**config.mk**
```make
export PLATFORM = sky130hd
export DESIGN_NAME = branch_resolver
export DESIGN_NICKNAME = d
export VERILOG_FILES = /design/src/rtl/branch_resolver_pkg.sv /design/src/rtl/branch_resolver_perf_cnt.sv /design/src/rtl/branch_resolver.sv
export SDC_FILE = /design/constraint.sdc
export NUM_CORES = 1
export LEC_CHECK = 0
export ABC_CLOCK_PERIOD_IN_PS = 6600
export CORE_MARGIN = 1.5
export CORE_UTILIZATION = 26
export CTS_CLUSTER_SIZE = 16
export DETAILED_ROUTE_END_ITERATION = 12
export PLACE_DENSITY = 0.49
export SLEW_MARGIN = 20
export SYNTH_ARGS = -nofsm -noshare
export SYNTH_HDL_FRONTEND = slang
export SYNTH_SLANG_ARGS = --single-unit
```
**constraint.sdc**
```tcl
create_clock -name clk_i -period 6.6 [get_ports clk_i]
set_input_delay 0.66 -clock clk_i [delete_from_list [all_inputs] [get_ports clk_i]]
set_output_delay 0.66 -clock clk_i [all_outputs]
set_load 0.05 [all_outputs]
```
**src/rtl/branch_resolver_pkg.sv**
```systemverilog
// Shared definitions for the EX-stage branch resolver: funct3 encodings,
// FSM state encoding and the conditional-branch taken rule.
package branch_resolver_pkg;

    localparam logic [2:0] F3_BEQ  = 3'b000;
    localparam logic [2:0] F3_BNE  = 3'b001;
    localparam logic [2:0] F3_BLT  = 3'b100;
    localparam logic [2:0] F3_BGE  = 3'b101;
    localparam logic [2:0] F3_BLTU = 3'b110;
    localparam logic [2:0] F3_BGEU = 3'b111;

    typedef enum logic {
        ST_IDLE  = 1'b0,
        ST_REDIR = 1'b1
    } state_e;

    // 010/011 are not real branches but are still counted as resolved, never taken.
    function automatic logic br_cond(input logic [2:0] f3, input logic lt, input logic eq);
        logic r;
        case (f3)
            F3_BEQ:           r = eq;
            F3_BNE:           r = ~eq;
            F3_BLT, F3_BLTU:  r = lt;
            F3_BGE, F3_BGEU:  r = ~lt;
            default:          r = 1'b0;
        endcase
        return r;
    endfunction

endpackage

```
**src/rtl/branch_resolver_perf_cnt.sv**
```systemverilog
// Wrapping performance counter with enable and async active-low clear.
module br_perf_cnt #(
    parameter int CNT_W = 32
) (
    input  logic             clk_i,
    input  logic             rst_n_i,
    input  logic             en_i,
    output logic [CNT_W-1:0] cnt_o
);

    always_ff @(posedge clk_i or negedge rst_n_i) begin
        if (!rst_n_i)
            cnt_o <= '0;
        else if (en_i)
            cnt_o <= cnt_o + CNT_W'(1);
    end

endmodule

```
**src/rtl/branch_resolver.sv**
```systemverilog
// EX-stage branch/jump resolution: taken decision, target capture, redirect
// handshake to IF with flush of younger stages, and branch performance counters.
module branch_resolver
    import branch_resolver_pkg::*;
#(
    parameter int XLEN  = 32,
    parameter int CNT_W = 32
) (
    input  logic             clk_i,
    input  logic             rst_n_i,
    input  logic             ex_valid_i,
    input  logic             ex_is_br_i,
    input  logic             ex_is_jal_i,
    input  logic             ex_is_jalr_i,
    input  logic [2:0]       ex_funct3_i,
    input  logic [XLEN-1:0]  ex_pc_i,
    input  logic [XLEN-1:0]  ex_imm_i,
    input  logic [XLEN-1:0]  ex_rs1_i,
    output logic             cmp_sign_o,
    input  logic [1:0]       cmp_i,
    output logic [XLEN-1:0]  link_o,
    output logic             redir_valid_o,
    input  logic             redir_ready_i,
    output logic [XLEN-1:0]  redir_pc_o,
    output logic             misalign_o,
    output logic             flush_o,
    output logic [CNT_W-1:0] br_total_o,
    output logic [CNT_W-1:0] br_taken_o
);

    state_e          r_state;
    state_e          w_state_nxt;
    logic            w_is_jal;
    logic            w_is_br;
    logic            w_br_taken;
    logic            w_taken;
    logic            w_resolve;
    logic            w_capture;
    logic            w_flush;
    logic            w_cnt_en;
    logic [XLEN-1:0] w_target;
    logic [XLEN-1:0] r_redir_pc;
    logic            r_misalign;

    assign cmp_sign_o = ~ex_funct3_i[1];
    assign link_o     = ex_pc_i + XLEN'(4);

    // Priority jalr > jal > br when decode raises more than one flag.
    assign w_is_jal   = ex_is_jal_i & ~ex_is_jalr_i;
    assign w_is_br    = ex_is_br_i & ~ex_is_jal_i & ~ex_is_jalr_i;
    assign w_br_taken = br_cond(ex_funct3_i, cmp_i[1], cmp_i[0]);
    assign w_taken    = ex_is_jalr_i | w_is_jal | (w_is_br & w_br_taken);
    assign w_resolve  = ex_valid_i & w_taken;
    assign w_target   = ex_is_jalr_i ? ((ex_rs1_i + ex_imm_i) & ~XLEN'(1))
                                     : (ex_pc_i + ex_imm_i);

    always_ff @(posedge clk_i or negedge rst_n_i) begin
        if (!rst_n_i)
            r_state <= ST_IDLE;
        else
            r_state <= w_state_nxt;
    end

    always_comb begin
        w_state_nxt = r_state;
        w_flush     = 1'b0;
        w_capture   = 1'b0;
        case (r_state)
            ST_IDLE: begin
                if (w_resolve) begin
                    w_flush     = 1'b1;
                    w_capture   = 1'b1;
                    w_state_nxt = ST_REDIR;
                end
            end
            ST_REDIR: begin
                w_flush = 1'b1;
                if (redir_ready_i)
                    w_state_nxt = ST_IDLE;
            end
            default: w_state_nxt = ST_IDLE;
        endcase
    end

    always_ff @(posedge clk_i or negedge rst_n_i) begin
        if (!rst_n_i) begin
            r_redir_pc <= '0;
            r_misalign <= 1'b0;
        end else if (w_capture) begin
            r_redir_pc <= w_target;
            r_misalign <= w_target[1];
        end
    end

    assign redir_valid_o = (r_state == ST_REDIR);
    assign redir_pc_o    = r_redir_pc;
    assign misalign_o    = r_misalign;
    // The IDLE-state flush is combinational from EX, so hold it low during reset too.
    assign flush_o       = w_flush & rst_n_i;

    assign w_cnt_en = (r_state == ST_IDLE) & ex_valid_i & w_is_br;

    br_perf_cnt #(.CNT_W(CNT_W)) u_cnt_total (
        .clk_i   (clk_i),
        .rst_n_i (rst_n_i),
        .en_i    (w_cnt_en),
        .cnt_o   (br_total_o)
    );

    br_perf_cnt #(.CNT_W(CNT_W)) u_cnt_taken (
        .clk_i   (clk_i),
        .rst_n_i (rst_n_i),
        .en_i    (w_cnt_en & w_br_taken),
        .cnt_o   (br_taken_o)
    );

endmodule
```
==> impl_metrics.env, run 1 <==
export IMPL_dpl_cell_area_um2=11300
export IMPL_synth_top_area_cell="dfrtp_1"
export IMPL_grt_overflow=0
export IMPL_num_antenna_cells=0
export IMPL_p_per_area_nw_per_um2=214
export IMPL_yosysWarnings=0
export IMPL_setup_violations=0
export IMPL_intPower_mw=1.41
export IMPL_gp_congestion=0.820
export IMPL_syn_nets=1207
export IMPL_wl_um=27200
export IMPL_netSwitchingFraction_pct=42.9
export IMPL_grt_first_pass_wirelength_um=42500
export IMPL_die_area_um2=33600
export IMPL_ctsResizeCount=0
export IMPL_drv_slew=0
export IMPL_cts_tree="yes"
export IMPL_holdBufCountCts=0
export IMPL_ios=240
export IMPL_synthesis_area_um2=8460
export IMPL_combPwrFrac_pct=47.7
export IMPL_cts_root_buf="clkbuf_16"
export IMPL_synth_seq_area_share_pct=28.7
export IMPL_clock_sinks=97
export IMPL_initial_utilization_pct=26.6
export IMPL_final_area_um2=11600
export IMPL_hpwl_um=22500
export IMPL_ys_ff_latch=97
export IMPL_post_cts_repair_setup_buffers=0
export IMPL_clk_latency_ns=0.35
export IMPL_finalSetupTns_ns=0
export IMPL_yosysMostFrequentCell="nand2_1"
export IMPL_rsz0062_at_grt="false"
export IMPL_vias=8170
export IMPL_cp_max_fo=5
export IMPL_worstReg2RegStart="redir_valid_o"
export IMPL_avgSynthCellArea_um2=8.19
export IMPL_r2r_cells=8
export IMPL_end_kind="output port"
export IMPL_sequentialPowerShare_pct=29.6
export IMPL_grt_pass1_vias=7860
export IMPL_viasPerCell=4.83
export IMPL_die_x_um=183
export IMPL_synth_cell_types=67
export IMPL_synthArstFlopShare_pct=100
export IMPL_area_delta_synth_final_pct=36.8
export IMPL_tightestPinTransition_ns=1.05
export IMPL_drive_gt1_share_pct=2.79
export IMPL_die_y_um=183
export IMPL_drt_iter0_markers=357
export IMPL_cts_buffers_inserted=9
export IMPL_grt_max_degree=69
export IMPL_synth_top_cell_area_share_pct=28.7
export IMPL_ctsHtreeMaxLevel=3
export IMPL_synth_edf_count=0
export IMPL_period_needed_ns=4.41
export IMPL_drc=0
export IMPL_fin_crit_sh_pct=66.8
export IMPL_portBuffers=239
export IMPL_cts_buffer_depth=2
export IMPL_path_class="input pin to output port"
export IMPL_fmax_mhz=227
export IMPL_nets=1425
export IMPL_coreArea_um2=31800
export IMPL_ys_top_cells_by_count="nand2_1, dfrtp_1, xnor2_1, a21oi_1, nor2_1"
export IMPL_ys_flop_type="dfrtp_1"
export IMPL_setup_slack_ns=2.19
export IMPL_status="finished, final reports clean"
export IMPL_p_clk_share_pct=22.7
export IMPL_switching_power_mw=1.06
export IMPL_leakage_nw=4.87
export IMPL_finClkSkew_ns=0.0141
export IMPL_rr_endpoint="u_cnt_taken.cnt_o[24]"
export IMPL_clk_pin_slew_ns=0.08
export IMPL_rows=65
export IMPL_rrSetupSlack_ns=3.93
export IMPL_cap_violations=0
export IMPL_hp_class="input pin to async pin"
export IMPL_ant_nets=0
export IMPL_start_kind="input pin"
export IMPL_wl_per_cell_um=16.1
export IMPL_timing_hold_ws_ns=0.239
export IMPL_slew_headroom_pct=29.7
export IMPL_yosys_top_cells_area="dfrtp_1, ha_1, xnor2_1, nand2_1, xor2_1"
export IMPL_grt_util_all_layers_pct=16.0
export IMPL_syn_inst=1033
export IMPL_required_ns=5.94
export IMPL_ir_drop_v=0.000103
export IMPL_hold_viol=0
export IMPL_arrival_ns=3.75
export IMPL_antenna_found_initial=3
export IMPL_first_pass_iters=4
export IMPL_fillers=3294
export IMPL_place_ws_ns=2.11
## power by group through the flow
stage / clock [mW] / combinational [mW] / sequential [mW]
5_1_grt: 0.610 / 1.27 / 0.747
2_1_floorplan: 0 / 0.481 / 1.01
4_1_cts: 0.583 / 1.19 / 0.736
3_5_place_dp: 0 / 1.18 / 0.748
3_3_place_gp: 0 / 1.19 / 0.744
6_report: 0.563 / 1.18 / 0.732
## metrics by stage
step / util (%) / cells / power (mW)
2_1_floorplan: - / 1033 / 1.50
3_3_place_gp: 35.4 / 1675 / 1.93
3_5_place_dp: 35.4 / 1675 / 1.93
4_1_cts: 36.4 / 1691 / 2.51
5_1_grt: 36.4 / 1691 / 2.63
6_report: 36.4 / 1691 / 2.48
## worst max-delay path: stages
cell             delay (ns)
clkdlybuf4s50_1        0.58
nand3_1                0.13
nor2_1                 0.24
nand3_1                0.16
nor2_1                 0.17
and4_1                 0.33
nor2b_1                0.36
nand3_1                0.14
xnor2_1                0.15
clkdlybuf4s50_1        0.83
## routing by layer
layer / global-route usage (%) / part of all wire, % / vias up
li1: - / - / 4182
met1: 22.8 / 49 / 3730
met2: 25.0 / 44 / 227
met3: 2.90 / 5.0 / 27
met4: 3.84 / 1.4 / 4
met5: 0 / 0.092 / -
## kinds of logic after synthesis
family | share of synthesized area, %
buffers and inverters | 2.68
AOI/OAI and AO/OA | 19.9
muxes | 1.82
xor gates and xnor gates | 14.2
and+or+nand+nor | 22.8
adders and majority gates | 9.94
DFF | 28.7
## cell type report
type	instances	area, µm²	share of cell area [%]
timing repair buffer	241	2400	20.7
sequential	97	2430	21.0
multi-input combinational	879	5810	50.2
tap	435	544	4.70
clock buffer	10	239	2.06
inverter	23	86.3	0.746
clock inverter	6	75.1	0.648
## worst max-delay path by stage
stage,to,from
after global placement,link_o[31],ex_pc_i[4]
final,link_o[30],ex_pc_i[4]
after global routing,link_o[28],ex_pc_i[4]
after CTS,link_o[31],ex_pc_i[4]
after floorplan,link_o[26],ex_pc_i[4]
after detailed placement,link_o[31],ex_pc_i[4]
## sequential cells by signal, summed over array words and instances, names as in the netlist
| register | flops |
|---|---|
| u_cnt_taken.cnt_o | 32 |
| u_cnt_total.cnt_o | 32 |
| redir_valid_o | 1 |
| redir_pc_o | 32 |
## cells in the final DEF, fill, tap and decap left out, drive strengths merged, types with 10 or more instances in the layout
cell type / n
ha: 64
xor2: 50
o211ai: 12
mux2i: 12
clkbuf: 10
a21o: 31
nand4: 28
xnor2: 87
nor2: 84
nand3: 51
clkdlybuf4s50: 237
a21oi: 83
a211oi: 11
nor3: 21
dfrtp: 97
inv: 25
nand2: 126
and3: 23
o21ai: 60
No activity file was read; power rests on OpenSTA's default activity.
==> run 2, diff against run 1 <==
--- a/config.mk
+++ b/config.mk
@@ -5,7 +5,7 @@
 export SDC_FILE = /design/constraint.sdc
 export NUM_CORES = 1
 export LEC_CHECK = 0
-export ABC_CLOCK_PERIOD_IN_PS = 6600
+export ABC_CLOCK_PERIOD_IN_PS = 4500
 export CORE_MARGIN = 1.5
 export CORE_UTILIZATION = 26
 export CTS_CLUSTER_SIZE = 16
==> constraint.sdc (replaced) <==
create_clock -name clk_i -period 4.5 [get_ports clk_i]
set_input_delay 0.45 -clock clk_i [delete_from_list [all_inputs] [get_ports clk_i]]
set_output_delay 0.45 -clock clk_i [all_outputs]
set_load 0.05 [all_outputs]
==> impl_metrics.env, run 2 (same netlist as run 1, synthesis figures left out) <==
export IMPL_cts_buffer_depth=2
export IMPL_grt_pass1_vias=7964
export IMPL_grt_first_pass_wirelength_um=42800
export IMPL_status="finished, final reports clean"
export IMPL_ios=240
export IMPL_end_kind="output port"
export IMPL_drt_iter0_markers=341
export IMPL_finish_utilization_pct=36.4
export IMPL_required_ns=4.05
export IMPL_holdBufCountCts=0
export IMPL_first_pass_iters=4
export IMPL_startpoint="ex_pc_i[4]"
export IMPL_antenna_found_initial=1
export IMPL_cts_tree="yes"
export IMPL_grt_util_all_layers_pct=16.2
export IMPL_cap_violations=0
export IMPL_cts_buffers_inserted=9
export IMPL_final_area_um2=11600
export IMPL_cts_root_buf="clkbuf_16"
export IMPL_fin_crit_sh_pct=88.1
export IMPL_hpwl_um=22600
export IMPL_layout_common_cells="clkdlybuf4s50_1, nand2_1, dfrtp_1"
export IMPL_area_delta_synth_final_pct=37.0
export IMPL_initial_utilization_pct=26.6
export IMPL_rows=65
export IMPL_arrival_ns=3.51
export IMPL_fmax_mhz=252
export IMPL_dpl_cell_area_um2=11300
export IMPL_worstReg2RegStart="redir_valid_o"
export IMPL_grt_max_degree=69
export IMPL_hold_viol=0
export IMPL_cp_max_fo=5
export IMPL_finClkSkew_ns=0.0158
export IMPL_setup_violations=0
export IMPL_ant_nets=0
export IMPL_clock_sinks=97
export IMPL_wl_per_cell_um=16.1
export IMPL_drive_gt1_share_pct=3.02
export IMPL_timing_hold_ws_ns=0.0297
export IMPL_gp_congestion=0.820
export IMPL_die_y_um=183
export IMPL_die_area_um2=33600
export IMPL_rsz0062_at_grt="false"
export IMPL_rrSetupSlack_ns=1.76
export IMPL_ctsResizeCount=0
export IMPL_grt_overflow=0
export IMPL_path_class="input pin to output port"
export IMPL_nets=1428
export IMPL_place_ws_ns=0.470
export IMPL_final_common_cell="clkdlybuf4s50_1"
export IMPL_setup_slack_ns=0.537
export IMPL_drc=0
export IMPL_num_antenna_cells=0
export IMPL_clk_latency_ns=0.35
export IMPL_clk_pin_slew_ns=0.08
export IMPL_period_needed_ns=3.96
export IMPL_portBuffers=239
export IMPL_vias=8268
export IMPL_slew_headroom_pct=39.8
export IMPL_start_kind="input pin"
export IMPL_coreArea_um2=31800
export IMPL_die_x_um=183
export IMPL_p_per_area_nw_per_um2=312
export IMPL_wl_um=27300
export IMPL_hp_class="input pin to async pin"
export IMPL_drv_slew=0
export IMPL_ctsHtreeMaxLevel=3
export IMPL_tightestPinTransition_ns=0.904
export IMPL_ir_drop_v=0.000185
export IMPL_viasPerCell=4.88
export IMPL_finalSetupTns_ns=0
export IMPL_post_cts_repair_setup_buffers=0
export IMPL_leakage_nw=4.89
## run 2: changes by cell type in the layout (fill, tap and decap cells not counted)
cell             previous run  this run
clkinvlp_4                  3         1
clkinv_2                    0         1
inv_6                       0         2
buf_4                       3         7
clkdlybuf4s50_1           237       236
inv_8                       2         0
clkbuf_1                    0         1
## run 2: power by group
group	switching [mW]	internal, mW
Combinational	1.10	0.635
Clock	0.352	0.450
Sequential	0.0881	0.986
## run 2: cell type report
cell class / count / area (µm²)
fill: 3308 / 20200
multi-input combinational: 879 / 5810
sequential: 97 / 2430
timing repair buffer: 244 / 2420
tap: 435 / 544
clock buffer: 11 / 243
inverter: 23 / 86.3
clock inverter: 5 / 60.1
## run 2: worst max-delay path, stage by stage
cell	delay, ns
clkdlybuf4s50_1	0.58
nand3_1	0.13
nor2_1	0.22
nand3_1	0.16
nor2_1	0.16
and4_1	0.33
nor2b_1	0.36
nand3_1	0.14
xnor2_1	0.16
clkdlybuf4s50_1	0.82
## run 2: metal layers
metal | global-route usage [%] | vias to the layer above | wire length, µm | share of wire, %
met5 | 0 | - | 0 | 0
met4 | 4.79 | 0 | 510 | 1.9
met3 | 3.18 | 30 | 1580 | 5.8
met2 | 25.0 | 233 | 11900 | 44
met1 | 22.6 | 3813 | 13300 | 49
li1 | - | 4192 | - | -
## run 2: worst paths after layout
check                                         to  depth (start not counted)
hold reg to reg            u_cnt_total.cnt_o[31]                          1
hold / removal              u_cnt_total.cnt_o[0]                          1
max in group asynchronous   u_cnt_total.cnt_o[6]                          2
min in group clk_i         u_cnt_total.cnt_o[31]                          1
setup reg to reg           u_cnt_taken.cnt_o[24]                          8
setup / recovery                      link_o[28]                         10
## run 2: stage by stage
| step | std cells | power (mW) |
|---|---|---|
| 3_3_place_gp | 1678 | 2.83 |
| 6_report | 1694 | 3.62 |
| 3_5_place_dp | 1678 | 2.84 |
| 2_1_floorplan | 1033 | 2.19 |
| 4_1_cts | 1694 | 3.67 |
| 5_1_grt | 1694 | 3.83 |
==> run 3, diff against run 2 <==
--- a/config.mk
+++ b/config.mk
@@ -7,10 +7,10 @@
 export LEC_CHECK = 0
 export ABC_CLOCK_PERIOD_IN_PS = 4500
 export CORE_MARGIN = 1.5
-export CORE_UTILIZATION = 26
+export CORE_UTILIZATION = 40
 export CTS_CLUSTER_SIZE = 16
 export DETAILED_ROUTE_END_ITERATION = 12
-export PLACE_DENSITY = 0.49
+export PLACE_DENSITY = 0.69
 export SLEW_MARGIN = 20
 export SYNTH_ARGS = -nofsm -noshare
 export SYNTH_HDL_FRONTEND = slang
==> impl_metrics.env, run 3 (same netlist as run 1, synthesis figures left out) <==
export IMPL_ctsResizeCount=0
export IMPL_place_ws_ns=0.482
export IMPL_nets=1427
export IMPL_path_class="input pin to output port"
export IMPL_holdBufCountCts=0
export IMPL_rrSetupSlack_ns=1.85
export IMPL_die_area_um2=22000
export IMPL_antenna_found_initial=0
export IMPL_p_clk_share_pct=21.8
export IMPL_netSwitchingFraction_pct=42.1
export IMPL_grt_max_degree=57
export IMPL_hold_viol=0
export IMPL_cp_max_fo=5
export IMPL_finClkSkew_ns=0.0126
export IMPL_startpoint="ex_pc_i[4]"
export IMPL_slowest_delay_ns=0.82
export IMPL_initial_utilization_pct=40.5
export IMPL_clock_sinks=97
export IMPL_intPower_mw=2.07
export IMPL_rsz0062_at_grt="false"
export IMPL_rows=53
export IMPL_portBuffers=239
export IMPL_p_per_area_nw_per_um2=314
export IMPL_drv_slew=0
export IMPL_worstReg2RegStart="redir_valid_o"
export IMPL_final_common_cell="clkdlybuf4s50_1"
export IMPL_r2r_cells=8
export IMPL_layout_common_cells="clkdlybuf4s50_1, nand2_1, dfrtp_1"
export IMPL_slew_headroom_pct=47.3
export IMPL_ir_drop_v=0.000168
export IMPL_clk_latency_ns=0.34
export IMPL_num_antenna_cells=0
export IMPL_crit_slowest_cell="clkdlybuf4s50_1"
export IMPL_critPathBufInv=2
export IMPL_wl_per_cell_um=15.8
export IMPL_required_ns=4.05
export IMPL_vias=8287
export IMPL_first_pass_iters=7
export IMPL_cap_violations=0
export IMPL_hp_class="input pin to async pin"
export IMPL_hpwl_um=20000
export IMPL_crit_top_cell="nand3_1"
export IMPL_worstPathCellList="clkdlybuf4s50_1 > nand3_1 > nor2_1 > nand3_1 > nor2_1 > and4_1 > nor2b_1 > nand3_1 > xnor2_1 > clkdlybuf4s50_1"
export IMPL_coreArea_um2=20900
export IMPL_area_delta_synth_final_pct=34.5
export IMPL_drc=0
export IMPL_end_kind="output port"
export IMPL_cts_buffers_inserted=9
export IMPL_dpl_cell_area_um2=11100
export IMPL_ant_nets=0
export IMPL_status="finished, final reports clean"
export IMPL_cts_tree="yes"
export IMPL_ios=240
export IMPL_grt_first_pass_wirelength_um=39000
export IMPL_final_area_um2=11400
export IMPL_tightestPinTransition_ns=0.790
export IMPL_grt_util_all_layers_pct=21.9
export IMPL_grt_overflow=0
export IMPL_die_x_um=148
export IMPL_start_kind="input pin"
export IMPL_ctsHtreeMaxLevel=3
export IMPL_combPwrFrac_pct=48.0
export IMPL_crit_family="simple AND/OR/NAND/NOR gates"
export IMPL_viasPerCell=5.41
export IMPL_fmax_mhz=252
export IMPL_timing_hold_ws_ns=0.0904
export IMPL_post_cts_repair_setup_buffers=0
export IMPL_gp_congestion=0.917
export IMPL_leakage_nw=4.88
export IMPL_cts_root_buf="clkbuf_16"
export IMPL_cts_buffer_depth=2
export IMPL_fin_crit_sh_pct=88.1
export IMPL_drt_iter0_markers=302
export IMPL_clk_pin_slew_ns=0.06
export IMPL_setup_violations=0
export IMPL_finalSetupTns_ns=0
export IMPL_drive_gt1_share_pct=2.86
export IMPL_setup_slack_ns=0.536
export IMPL_cp_depth=10
export IMPL_period_needed_ns=3.96
export IMPL_die_y_um=148
export IMPL_switching_power_mw=1.50
export IMPL_wl_um=24200
export IMPL_sequentialPowerShare_pct=30.2
export IMPL_arrival_ns=3.51
export IMPL_grt_pass1_vias=7804
==> run 3: cell types whose count changed in the layout (fill, tap and decap cells not counted) <==
cell             change
clkinv_4             +1
clkbuf_1             -1
clkdlybuf4s50_1      +1
buf_4                -2
clkinv_2             -1
==> run 3: path summary, 6_finish.rpt <==
kind | to
max | link_o[28]
min | u_cnt_total.cnt_o[26]
max reg2reg | u_cnt_taken.cnt_o[24]
min reg2reg | u_cnt_taken.cnt_o[31]
max in group asynchronous | u_cnt_taken.cnt_o[4]
min in group clk_i | u_cnt_taken.cnt_o[31]
==> run 3: area by class of cell <==
| class | count | area [µm²] |
|---|---|---|
| Clock buffer | 10 | 239 |
| Clock inverter | 5 | 63.8 |
| Fill cell | 2011 | 9510 |
| Tap cell | 275 | 344 |
| Inverter | 23 | 86.3 |
| Timing Repair Buffer | 243 | 2410 |
| Multi-Input combinational cell | 879 | 5810 |
| Sequential cell | 97 | 2430 |
==> run 3: power by group through the flow <==
stage	registers, mW	logic, mW	clock network [mW]
finish	1.08	1.72	0.779
global placement	1.09	1.70	0
CTS	1.08	1.71	0.801
floorplan	1.49	0.706	0
global route	1.10	1.84	0.834
detailed placement	1.10	1.71	0
==> run 3: worst register-to-register path: cells and delay by family (launching register included) <==
kind / cells / cell delay, ns
xor+xnor: 1 / 0.16
flops: 1 / 0.41
simple gates: 7 / 1.99
==> run 3: layer usage <==
| layer | global-route usage [%] | share of wire, % | vias to the layer above |
|---|---|---|---|
| met4 | 5.45 | 1.4 | 0 |
| met2 | 34.9 | 45 | 261 |
| met3 | 4.08 | 6.6 | 23 |
| li1 | - | - | 4180 |
| met1 | 30.7 | 47 | 3823 |
| met5 | 0 | 0 | - |
==> run 3: stage by stage <==
stage,cells,power (mW),utilization (%)
final,1532,3.57,54.5
after global routing,1532,3.77,54.5
after CTS,1532,3.59,54.5
after detailed placement,1517,2.80,53.0
after global placement,1517,2.80,53.0
after floorplan,1033,2.19,-
